--- config.mk ---
export PLATFORM = sky130hd
export DESIGN_NAME = ifu_bpu_jalr_sched_flat
export DESIGN_NICKNAME = d
export VERILOG_FILES = /design/src/rtl/ifu_bpu_jalr_sched_pkg.sv /design/src/rtl/ifu_bpu_jalr_sched_if.sv /design/src/rtl/ifu_bpu_oitf.sv /design/src/rtl/ifu_bpu_oitf_chk.sv /design/src/rtl/ifu_bpu_jalr_sched.sv /design/src/flat_wrapper.sv
export SDC_FILE = /design/constraint.sdc
export NUM_CORES = 1
export LEC_CHECK = 0
export ABC_AREA = 1
export CAP_MARGIN = 10
export CORE_ASPECT_RATIO = 1.1
export CORE_MARGIN = 2
export CORE_UTILIZATION = 65
export DETAILED_ROUTE_END_ITERATION = 12
export DONT_BUFFER_PORTS = 1
export GPL_TIMING_DRIVEN = 0
export HOLD_SLACK_MARGIN = 0.15
export PLACE_DENSITY = 0.79
export SLEW_MARGIN = 0
export SYNTH_ARGS = -nofsm -noshare
export SYNTH_HDL_FRONTEND = slang
export SYNTH_HIERARCHICAL = 1
export SYNTH_SLANG_ARGS = --single-unit
export TNS_END_PERCENT = 20
--- constraint.sdc ---
create_clock -name clk -period 2.4 [get_ports clk]
set_clock_uncertainty 0.1 [all_clocks]
set_input_delay 0.36 -clock clk [delete_from_list [all_inputs] [get_ports clk]]
set_output_delay 0.36 -clock clk [all_outputs]
set_load 0.005 [all_outputs]
--- src/rtl/ifu_bpu_jalr_sched_pkg.sv ---
// ---------------------------------------------------------------------------
// ifu_bpu_jalr_sched_pkg
// Shared configuration for the JALR operand scheduler of the lite branch
// predictor.
// Contents:
//   CFG_XLEN, CFG_RFIDX_WIDTH, CFG_OITF_DEPTH : default widths and depth.
//   jalr_state_e                              : scheduler FSM state encoding.
// ---------------------------------------------------------------------------
package ifu_bpu_jalr_sched_pkg;

    localparam int CFG_XLEN        = 32;
    localparam int CFG_RFIDX_WIDTH = 5;
    localparam int CFG_OITF_DEPTH  = 2;

    typedef enum logic [1:0] {
        ST_IDLE = 2'd0,
        ST_WAIT = 2'd1,
        ST_HOLD = 2'd2
    } jalr_state_e;

endpackage

--- src/rtl/ifu_bpu_jalr_sched_if.sv ---
// ---------------------------------------------------------------------------
// ifu_bpu_jalr_sched_if
// Bundles every non-clock signal of the JALR scheduler.
//   slave  : the scheduler (consumes decode/IR/dispatch/regfile, drives BPU side)
//   master : the surrounding pipeline / testbench
// Signals:
//   dec_*            decode stage JALR request and redirect flush
//   ir_*             IR-stage pending register write
//   disp_*, wb_ret   OITF allocate / retire
//   oitf_full/empty  scoreboard status
//   exu_rf_rd_*      EXU request/grant for regfile read port 1
//   bpu_rf_rd_*      port 1 routed to the predictor and its index
//   rf_rdata         combinational port 1 read data
//   bpu_rs1(_vld)    registered rs1 value for the predictor
//   bpu_wait         IFU stall
// ---------------------------------------------------------------------------
interface ifu_bpu_jalr_sched_if #(
    parameter int XLEN    = ifu_bpu_jalr_sched_pkg::CFG_XLEN,
    parameter int RFIDX_W = ifu_bpu_jalr_sched_pkg::CFG_RFIDX_WIDTH
);
    logic               dec_i_valid;
    logic               dec_jalr;
    logic [RFIDX_W-1:0] dec_jalr_rs1idx;
    logic               dec_flush;
    logic               ir_valid;
    logic               ir_rd_wen;
    logic [RFIDX_W-1:0] ir_rdidx;
    logic               disp_alc;
    logic [RFIDX_W-1:0] disp_rdidx;
    logic               wb_ret;
    logic               oitf_full;
    logic               oitf_empty;
    logic               exu_rf_rd_req;
    logic               exu_rf_rd_gnt;
    logic               bpu_rf_rd_sel;
    logic [RFIDX_W-1:0] bpu_rf_rd_idx;
    logic [XLEN-1:0]    rf_rdata;
    logic [XLEN-1:0]    bpu_rs1;
    logic               bpu_rs1_vld;
    logic               bpu_wait;

    modport slave (
        input  dec_i_valid, dec_jalr, dec_jalr_rs1idx, dec_flush,
        input  ir_valid, ir_rd_wen, ir_rdidx,
        input  disp_alc, disp_rdidx, wb_ret,
        input  exu_rf_rd_req, rf_rdata,
        output oitf_full, oitf_empty, exu_rf_rd_gnt,
        output bpu_rf_rd_sel, bpu_rf_rd_idx, bpu_rs1, bpu_rs1_vld, bpu_wait
    );

    modport master (
        output dec_i_valid, dec_jalr, dec_jalr_rs1idx, dec_flush,
        output ir_valid, ir_rd_wen, ir_rdidx,
        output disp_alc, disp_rdidx, wb_ret,
        output exu_rf_rd_req, rf_rdata,
        input  oitf_full, oitf_empty, exu_rf_rd_gnt,
        input  bpu_rf_rd_sel, bpu_rf_rd_idx, bpu_rs1, bpu_rs1_vld, bpu_wait
    );
endinterface

--- src/rtl/ifu_bpu_oitf.sv ---
// ---------------------------------------------------------------------------
// ifu_bpu_oitf
// In-order outstanding-instruction-track FIFO. Allocate writes rd at the tail,
// retire pops the head. Each pointer carries a wrap bit so full and empty are
// distinguishable when the indices are equal.
// Ports:
//   clk, rst        clock, async active-low reset
//   i_alc/i_alc_rdidx  allocate request and its rd (dropped when full)
//   i_ret           retire oldest entry (dropped when empty)
//   i_rs1idx        register to look up
//   o_full/o_empty  ring status (from registered pointers)
//   o_rs1_hit       per-entry match of i_rs1idx against valid, non-x0 rd
// ---------------------------------------------------------------------------
module ifu_bpu_oitf #(
    parameter int DEPTH   = 2,
    parameter int RFIDX_W = 5
) (
    input  logic               clk,
    input  logic               rst,
    input  logic               i_alc,
    input  logic [RFIDX_W-1:0] i_alc_rdidx,
    input  logic               i_ret,
    input  logic [RFIDX_W-1:0] i_rs1idx,
    output logic               o_full,
    output logic               o_empty,
    output logic [DEPTH-1:0]   o_rs1_hit
);
    localparam int            AW   = (DEPTH > 1) ? $clog2(DEPTH) : 1;
    localparam logic [AW-1:0] LAST = AW'(DEPTH - 1);

    // {wrap, index}
    logic [AW:0]        r_wr_ptr;
    logic [AW:0]        r_rd_ptr;
    logic [DEPTH-1:0]   r_vld;
    logic [RFIDX_W-1:0] r_rdidx [DEPTH];

    logic w_alc_ok;
    logic w_ret_ok;

    function automatic logic [AW:0] ptr_inc(input logic [AW:0] p);
        if (p[AW-1:0] == LAST) begin
            return {~p[AW], {AW{1'b0}}};
        end else begin
            return {p[AW], p[AW-1:0] + AW'(1)};
        end
    endfunction

    assign o_full   = (r_wr_ptr[AW-1:0] == r_rd_ptr[AW-1:0]) && (r_wr_ptr[AW] != r_rd_ptr[AW]);
    assign o_empty  = (r_wr_ptr == r_rd_ptr);
    // A full ring rejects allocation even when a retire frees a slot this cycle.
    assign w_alc_ok = i_alc && !o_full;
    assign w_ret_ok = i_ret && !o_empty;

    // Ring state: allocate at tail, retire at head.
    always_ff @(posedge clk or negedge rst) begin
        if (!rst) begin
            r_wr_ptr <= '0;
            r_rd_ptr <= '0;
            r_vld    <= '0;
            for (int i = 0; i < DEPTH; i++) begin
                r_rdidx[i] <= '0;
            end
        end else begin
            if (w_ret_ok) begin
                r_vld[r_rd_ptr[AW-1:0]] <= 1'b0;
                r_rd_ptr                <= ptr_inc(r_rd_ptr);
            end
            if (w_alc_ok) begin
                r_vld[r_wr_ptr[AW-1:0]]   <= 1'b1;
                r_rdidx[r_wr_ptr[AW-1:0]] <= i_alc_rdidx;
                r_wr_ptr                  <= ptr_inc(r_wr_ptr);
            end
        end
    end

    // rs1 lookup on registered entries; an x0 destination never creates a hazard.
    always_comb begin
        o_rs1_hit = '0;
        for (int i = 0; i < DEPTH; i++) begin
            o_rs1_hit[i] = r_vld[i] && (r_rdidx[i] == i_rs1idx) && (r_rdidx[i] != '0);
        end
    end

    ifu_bpu_oitf_chk u_chk (
        .clk     (clk),
        .rst     (rst),
        .i_alc   (i_alc),
        .i_ret   (i_ret),
        .i_full  (o_full),
        .i_empty (o_empty)
    );
endmodule

--- src/rtl/ifu_bpu_oitf_chk.sv ---
// ---------------------------------------------------------------------------
// ifu_bpu_oitf_chk
// Protocol checks for the OITF ring: flags an allocate while full and a
// retire while empty (both are dropped by the ring). Checks are compiled in
// when IFU_BPU_OITF_CHK is defined.
// Ports: clk, rst (async active-low), i_alc, i_ret, i_full, i_empty.
// ---------------------------------------------------------------------------
module ifu_bpu_oitf_chk (
    input  logic clk,
    input  logic rst,
    input  logic i_alc,
    input  logic i_ret,
    input  logic i_full,
    input  logic i_empty
);
`ifdef IFU_BPU_OITF_CHK
    a_alc_when_full: assert property (@(posedge clk) disable iff (!rst) !(i_alc && i_full));
    a_ret_when_empty: assert property (@(posedge clk) disable iff (!rst) !(i_ret && i_empty));
`else
    logic w_unused_chk;
    assign w_unused_chk = &{clk, rst, i_alc, i_ret, i_full, i_empty};
`endif
endmodule

--- src/rtl/ifu_bpu_jalr_sched.sv ---
// ---------------------------------------------------------------------------
// ifu_bpu_jalr_sched
// Schedules the rs1 read of a decoded JALR for the lite branch predictor.
// rs1=x0 needs nothing, rs1=x1 comes from the dedicated x1 path (stall only
// on a hazard), any other rs1 borrows regfile read port 1 when the EXU is not
// using it and no older write to rs1 is outstanding.
// Ports: clk, rst (async active-low), bus (ifu_bpu_jalr_sched_if.slave).
// Configuration macro: IFU_BPU_X1_DEP_EN -- when defined an x1 JALR stalls on
// an rs1 hazard; when undefined x1 never stalls.
// ---------------------------------------------------------------------------
module ifu_bpu_jalr_sched
    import ifu_bpu_jalr_sched_pkg::*;
#(
    parameter int OITF_DEPTH = CFG_OITF_DEPTH,
    parameter int XLEN       = CFG_XLEN,
    parameter int RFIDX_W    = CFG_RFIDX_WIDTH
) (
    input  logic                  clk,
    input  logic                  rst,
    ifu_bpu_jalr_sched_if.slave   bus
);
    jalr_state_e         r_state;
    logic [XLEN-1:0]     r_bpu_rs1;
    logic                r_bpu_rs1_vld;

    jalr_state_e         w_nxt_state;
    logic                w_jreq;
    logic [RFIDX_W-1:0]  w_rs1;
    logic                w_is_x1;
    logic                w_is_xn;
    logic [OITF_DEPTH-1:0] w_oitf_hit;
    logic                w_ir_dep;
    logic                w_dep;
    logic                w_x1_wait;
    logic                w_fsm_wait;
    logic                w_sel;

    assign w_jreq   = bus.dec_i_valid && bus.dec_jalr;
    assign w_rs1    = bus.dec_jalr_rs1idx;
    assign w_is_x1  = (w_rs1 == RFIDX_W'(1));
    assign w_is_xn  = (w_rs1 != '0) && !w_is_x1;
    assign w_ir_dep = bus.ir_valid && bus.ir_rd_wen && (bus.ir_rdidx == w_rs1);
    assign w_dep    = (|w_oitf_hit) || w_ir_dep;

`ifdef IFU_BPU_X1_DEP_EN
    assign w_x1_wait = w_jreq && w_is_x1 && w_dep;
`else
    assign w_x1_wait = 1'b0;
`endif

    ifu_bpu_oitf #(
        .DEPTH   (OITF_DEPTH),
        .RFIDX_W (RFIDX_W)
    ) u_oitf (
        .clk         (clk),
        .rst         (rst),
        .i_alc       (bus.disp_alc),
        .i_alc_rdidx (bus.disp_rdidx),
        .i_ret       (bus.wb_ret),
        .i_rs1idx    (w_rs1),
        .o_full      (bus.oitf_full),
        .o_empty     (bus.oitf_empty),
        .o_rs1_hit   (w_oitf_hit)
    );

    // Next state, port-1 steal and stall for the xn path; flush overrides all.
    always_comb begin
        w_nxt_state = r_state;
        w_sel       = 1'b0;
        w_fsm_wait  = 1'b0;
        case (r_state)
            ST_IDLE: begin
                if (w_jreq && w_is_xn) begin
                    w_fsm_wait = 1'b1;
                    if (w_dep || bus.exu_rf_rd_req) begin
                        w_nxt_state = ST_WAIT;
                    end else begin
                        w_sel       = 1'b1;
                        w_nxt_state = ST_HOLD;
                    end
                end else begin
                    w_nxt_state = ST_IDLE;
                end
            end
            ST_WAIT: begin
                w_fsm_wait = 1'b1;
                if (!w_dep && !bus.exu_rf_rd_req) begin
                    w_sel       = 1'b1;
                    w_nxt_state = ST_HOLD;
                end else begin
                    w_nxt_state = ST_WAIT;
                end
            end
            ST_HOLD: begin
                w_nxt_state = ST_IDLE;
            end
            default: begin
                w_nxt_state = ST_IDLE;
            end
        endcase
        if (bus.dec_flush) begin
            w_nxt_state = ST_IDLE;
            w_sel       = 1'b0;
            w_fsm_wait  = 1'b0;
        end else begin
            w_nxt_state = w_nxt_state;
        end
    end

    // FSM state plus the rs1 capture register; capture happens exactly when port 1 is stolen.
    always_ff @(posedge clk or negedge rst) begin
        if (!rst) begin
            r_state       <= ST_IDLE;
            r_bpu_rs1     <= '0;
            r_bpu_rs1_vld <= 1'b0;
        end else begin
            r_state       <= w_nxt_state;
            r_bpu_rs1_vld <= w_sel;
            if (w_sel) begin
                r_bpu_rs1 <= bus.rf_rdata;
            end else begin
                r_bpu_rs1 <= r_bpu_rs1;
            end
        end
    end

    // Combinational controls are gated by rst so an asserted reset quiets them at once.
    assign bus.exu_rf_rd_gnt = bus.exu_rf_rd_req;
    assign bus.bpu_rf_rd_sel = rst && w_sel;
    assign bus.bpu_rf_rd_idx = (rst && w_sel) ? w_rs1 : '0;
    assign bus.bpu_wait      = rst && !bus.dec_flush && (w_fsm_wait || w_x1_wait);
    assign bus.bpu_rs1       = r_bpu_rs1;
    assign bus.bpu_rs1_vld   = r_bpu_rs1_vld;
endmodule

--- src/flat_wrapper.sv ---
// flat-port wrapper written by rule: the top's interface ports become plain ports
module ifu_bpu_jalr_sched_flat import ifu_bpu_jalr_sched_pkg::*;
#(
    parameter int OITF_DEPTH = CFG_OITF_DEPTH,
    parameter int XLEN       = CFG_XLEN,
    parameter int RFIDX_W    = CFG_RFIDX_WIDTH
)
  (clk, rst, bus_dec_i_valid, bus_dec_jalr, bus_dec_jalr_rs1idx, bus_dec_flush, bus_ir_valid, bus_ir_rd_wen, bus_ir_rdidx, bus_disp_alc, bus_disp_rdidx, bus_wb_ret, bus_exu_rf_rd_req, bus_rf_rdata, bus_oitf_full, bus_oitf_empty, bus_exu_rf_rd_gnt, bus_bpu_rf_rd_sel, bus_bpu_rf_rd_idx, bus_bpu_rs1, bus_bpu_rs1_vld, bus_bpu_wait);
  ifu_bpu_jalr_sched_if #(.XLEN(XLEN), .RFIDX_W(RFIDX_W)) bus_i ();
  input  logic clk;
  input  logic rst;
  input wire logic [$bits(bus_i.dec_i_valid)-1:0] bus_dec_i_valid;
  input wire logic [$bits(bus_i.dec_jalr)-1:0] bus_dec_jalr;
  input wire logic [$bits(bus_i.dec_jalr_rs1idx)-1:0] bus_dec_jalr_rs1idx;
  input wire logic [$bits(bus_i.dec_flush)-1:0] bus_dec_flush;
  input wire logic [$bits(bus_i.ir_valid)-1:0] bus_ir_valid;
  input wire logic [$bits(bus_i.ir_rd_wen)-1:0] bus_ir_rd_wen;
  input wire logic [$bits(bus_i.ir_rdidx)-1:0] bus_ir_rdidx;
  input wire logic [$bits(bus_i.disp_alc)-1:0] bus_disp_alc;
  input wire logic [$bits(bus_i.disp_rdidx)-1:0] bus_disp_rdidx;
  input wire logic [$bits(bus_i.wb_ret)-1:0] bus_wb_ret;
  input wire logic [$bits(bus_i.exu_rf_rd_req)-1:0] bus_exu_rf_rd_req;
  input wire logic [$bits(bus_i.rf_rdata)-1:0] bus_rf_rdata;
  output wire logic [$bits(bus_i.oitf_full)-1:0] bus_oitf_full;
  output wire logic [$bits(bus_i.oitf_empty)-1:0] bus_oitf_empty;
  output wire logic [$bits(bus_i.exu_rf_rd_gnt)-1:0] bus_exu_rf_rd_gnt;
  output wire logic [$bits(bus_i.bpu_rf_rd_sel)-1:0] bus_bpu_rf_rd_sel;
  output wire logic [$bits(bus_i.bpu_rf_rd_idx)-1:0] bus_bpu_rf_rd_idx;
  output wire logic [$bits(bus_i.bpu_rs1)-1:0] bus_bpu_rs1;
  output wire logic [$bits(bus_i.bpu_rs1_vld)-1:0] bus_bpu_rs1_vld;
  output wire logic [$bits(bus_i.bpu_wait)-1:0] bus_bpu_wait;
  assign bus_i.dec_i_valid = bus_dec_i_valid;
  assign bus_i.dec_jalr = bus_dec_jalr;
  assign bus_i.dec_jalr_rs1idx = bus_dec_jalr_rs1idx;
  assign bus_i.dec_flush = bus_dec_flush;
  assign bus_i.ir_valid = bus_ir_valid;
  assign bus_i.ir_rd_wen = bus_ir_rd_wen;
  assign bus_i.ir_rdidx = bus_ir_rdidx;
  assign bus_i.disp_alc = bus_disp_alc;
  assign bus_i.disp_rdidx = bus_disp_rdidx;
  assign bus_i.wb_ret = bus_wb_ret;
  assign bus_i.exu_rf_rd_req = bus_exu_rf_rd_req;
  assign bus_i.rf_rdata = bus_rf_rdata;
  assign bus_oitf_full = bus_i.oitf_full;
  assign bus_oitf_empty = bus_i.oitf_empty;
  assign bus_exu_rf_rd_gnt = bus_i.exu_rf_rd_gnt;
  assign bus_bpu_rf_rd_sel = bus_i.bpu_rf_rd_sel;
  assign bus_bpu_rf_rd_idx = bus_i.bpu_rf_rd_idx;
  assign bus_bpu_rs1 = bus_i.bpu_rs1;
  assign bus_bpu_rs1_vld = bus_i.bpu_rs1_vld;
  assign bus_bpu_wait = bus_i.bpu_wait;
  ifu_bpu_jalr_sched #(.OITF_DEPTH(OITF_DEPTH), .XLEN(XLEN), .RFIDX_W(RFIDX_W)) u_core (.clk(clk), .rst(rst), .bus(bus_i));
endmodule
==> impl_metrics.py <==
metrics = {
    "outcome": {
        "outcome": "complete, no violations",
    },
    "cts": {
        "cts_tree": "done",
        "clock_sinks": 50,
        "clk_pin_slew_worst_paths_ns": 0.09,
        "htree_levels": 2,
        "cts_buffers": 5,
        "cts-root-buf": "clkbuf_8",
        "clk_latency_ns": 0.30,
        "clockBufferDepth": 2,
        "cts.repair.resized": 0,
    },
    "timing": {
        "fin_ws_ns": 0.1492,
        "slew_headroom": 0.6986,
        "fin_crit_sh": 0.9378,
        "fmaxAchievable_mhz": 444.3,
        "finalSetupViolations": 0,
        "slew_viol_final": 0,
        "fin_tns_setup_ns": 0,
        "grt_setup_unrepaired": "no",
        "hold_violations": 0,
        "period_minus_slack_ns": 2.251,
        "tightest_slew_ns": 0.4521,
    },
    "setup_path": {
        "cp-start-kind": "register",
        "cp_cell_sequence": "or2_1 > a21oi_4 > nand2_1 > nor3_1",
        "arrival_ns": 1.79,
        "r2r_setup_slack_ns": 0.36,
        "critPathKind": "reg2out",
        "crit_path_max_incr_delay_ns": 0.42,
        "endpoint_kind": "output port",
        "cp_max_fo": 8,
        "cp_slowest_cell": "dfrtp_1",
        "crit_required_ns": 1.94,
        "worstReg2RegStart": "u_core/u_oitf/r_rdidx[5]",
        "r2r_end": "u_core/bus.bpu_rs1[24]",
        "r2r_cells": 11,
    },
    "synthesis": {
        "yosysTopAreaCell": "dfrtp_1",
        "avgSynthCellArea_um2": 7.807,
        "synth_area_um2": 2537,
        "seq_area_frac_synth": 0.4931,
        "synth_seq_cells": 50,
        "yosys_warnings": 6,
        "syn-instance-count": 325,
        "yosysTopAreaCellShare": 0.4931,
        "ys_top_cells_by_area": "dfrtp_1 (49%), nand2_1 (21%), nand4_1 (11%), inv_1 (4.3%), nor2_1 (2.2%)",
        "yosysUniqueCellTypes": 27,
        "synth_nets": 382,
    },
    "cells_and_area": {
        "fillers": 215,
        "drive_gt1_frac": 0.08223,
        "multi_input_area_um2": 1070,
        "area_growth_pct": 23.92,
        "nets": 433,
        "final_util": 0.8536,
        "layout_common_cells": "nand2_1 (140), dfrtp_1 (50), nand4_1 (44), dlygate4sd3_1 (41), inv_1 (29)",
        "antenna_cells": 0,
        "seq_area_um2": 1251,
        "final_common_cell": "nand2_1",
    },
    "grt": {
        "grt_pass1_vias": 2454,
        "grt_pass1_wl_um": 11250,
        "grt_antenna_before_repair": 0,
        "gr-total-overflow": 0,
        "grt_max_degree": 51,
        "grtUsageTotal": 0.3249,
    },
    "route": {
        "wirelength_um": 6782,
        "drt.antenna.violating_nets": 0,
        "wl_per_cell_um": 15.88,
        "routed_via_density": 5.740,
        "first_pass_iters": 4,
        "num_vias": 2451,
        "drt_iter0_drc": 205,
        "drc": 0,
    },
    "pwr": {
        "comb_power_share": 0.338,
        "power_mw": 2.930,
        "pwr-share-clk": 0.167,
        "cellPowerDensity_nw_per_um2": 931.8,
        "switching_share": 0.3872,
        "p_seq_frac": 0.495,
        "power.switching_mw": 1.135,
        "peakVddDrop_uv": 780.1,
        "p_leak_nw": 1.685,
        "intPower_mw": 1.795,
    },
    "floorplanning": {
        "ios": 100,
        "start_util": 0.6889,
        "core-area_um2": 3684,
        "die_area_um2": 4420,
        "chipHeight_um": 69.53,
        "row_count": 23,
        "die_x_um": 63.57,
    },
    "placement": {
        "place.detailed.hpwl_um": 4075,
        "portBuffers": 0,
        "place_worst_setup_slack_ns": 0.2531,
        "finalWeightedCongestion": 0.7904,
    },
    "min_path": {
        "hp-class": "in2reg",
        "holdPathEnd": "u_core/u_oitf/r_rd_ptr[0]",
        "min_from": "bus_wb_ret",
        "hold_depth": 2,
    },
    "run": {
        "cap_violations": 0,
    },
}
==> worst max-delay path by stage <==
| stage | start | to | slack [ns] | cells past startpoint |
|---|---|---|---|---|
| floorplan | bus_dec_jalr_rs1idx[2] | bus_bpu_rf_rd_idx[0] | 0.56 | 9 |
| global placement | bus_dec_jalr_rs1idx[2] | bus_bpu_rf_rd_idx[0] | 0.28 | 9 |
| detailed placement | bus_dec_jalr_rs1idx[2] | bus_bpu_rf_rd_idx[0] | 0.25 | 9 |
| CTS | u_core/u_oitf/r_rdidx[1] | bus_bpu_rf_rd_idx[0] | 0.02 | 9 |
| global route | u_core/u_oitf/r_rdidx[1] | bus_bpu_rf_rd_idx[0] | 0.02 | 9 |
| finish | u_core/bus.bpu_rs1_vld | bus_bpu_rf_rd_idx[0] | 0.15 | 4 |
==> power by group through the flow <==
stage,combinational (mW),clock (mW),sequential (mW)
after detailed placement,0.868,0,1.45
final,0.990,0.489,1.45
after global routing,1.14,0.531,1.50
after CTS,0.950,0.500,1.44
after global placement,0.827,0,1.45
after floorplan,0.731,0,1.38
==> Yosys cell counts, drive strengths merged <==
cell and instances:
nand2 143, inv 31, nand3 10, nand4 44, clkbuf 5, nor2 15, o21ai 2, o22ai 1
dfrtp 50, o21a 1, a21oi 2, xnor2 2, nor3 6, buf 11, xor2 1, or2 1
==> per-stage QoR <==
stage                     instances  hold WS [ns]  instance area, um2
after CTS                       425        0.1564                3129
after detailed placement        375      -0.03425                2600
final                           427        0.1602                3144
after global routing            427        0.1652                3144
after global placement          375      -0.03465                2600
after floorplan                 325      -0.03559                2537
==> state kept, by name, summed over array words and instances, names as in the netlist <==
register / cells
u_core/u_oitf/r_vld: 2
u_core/u_oitf/r_rdidx: 10
u_core/r_state: 1
u_core/u_oitf/r_rd_ptr: 2
u_core/bus.bpu_rs1: 32
u_core/bus.bpu_rs1_vld: 1
u_core/u_oitf/r_wr_ptr: 2
==> routing by layer <==
metal | GRT usage | vias to the layer above | part of all wire
met4 | 0.1014 | 0 | 0.022
met1 | 0.4181 | 1133 | 0.37
met3 | 0.07143 | 15 | 0.098
li1 | - | 1148 | -
met5 | 0 | - | 0
met2 | 0.5474 | 155 | 0.51
==> repair_timing <==
| action | 4_1_cts | 5_1_grt |
|---|---|---|
| buffers inserted | 0 | 2 |
| hold buffers | 42 | 0 |
| endpoints found under the setup margin | 0 | 6 |
| endpoints found under the hold margin | 94 | 0 |
==> worst max-delay path, delay by kind of cell (launching register included) <==
| family | cells | cell delay [ns] |
|---|---|---|
| compound gates | 1 | 0.23 |
| flops | 1 | 0.42 |
| simple gates | 3 | 0.84 |
==> cell families (layout without fill, tap and decap cells) <==
group	after synthesis	in the layout	synth area share
AND/OR/NAND/NOR	219	219	0.3935
XOR/XNOR	3	3	0.01036
AO/OA/AOI/OAI	6	6	0.01775
buffers and inverters	47	99	0.08530
flip-flops	50	50	0.4931
==> final cells by class <==
type | count | share of cell area
flip-flops and latches | 50 | 0.3979
multi-input cells | 228 | 0.3402
repair buffers | 44 | 0.1441
inverters | 31 | 0.03780
plain buffers | 16 | 0.03104
clock buffers | 7 | 0.02746
well taps | 50 | 0.01990
clock inverters | 1 | 0.001592
(Power assumes the default switching activity.)
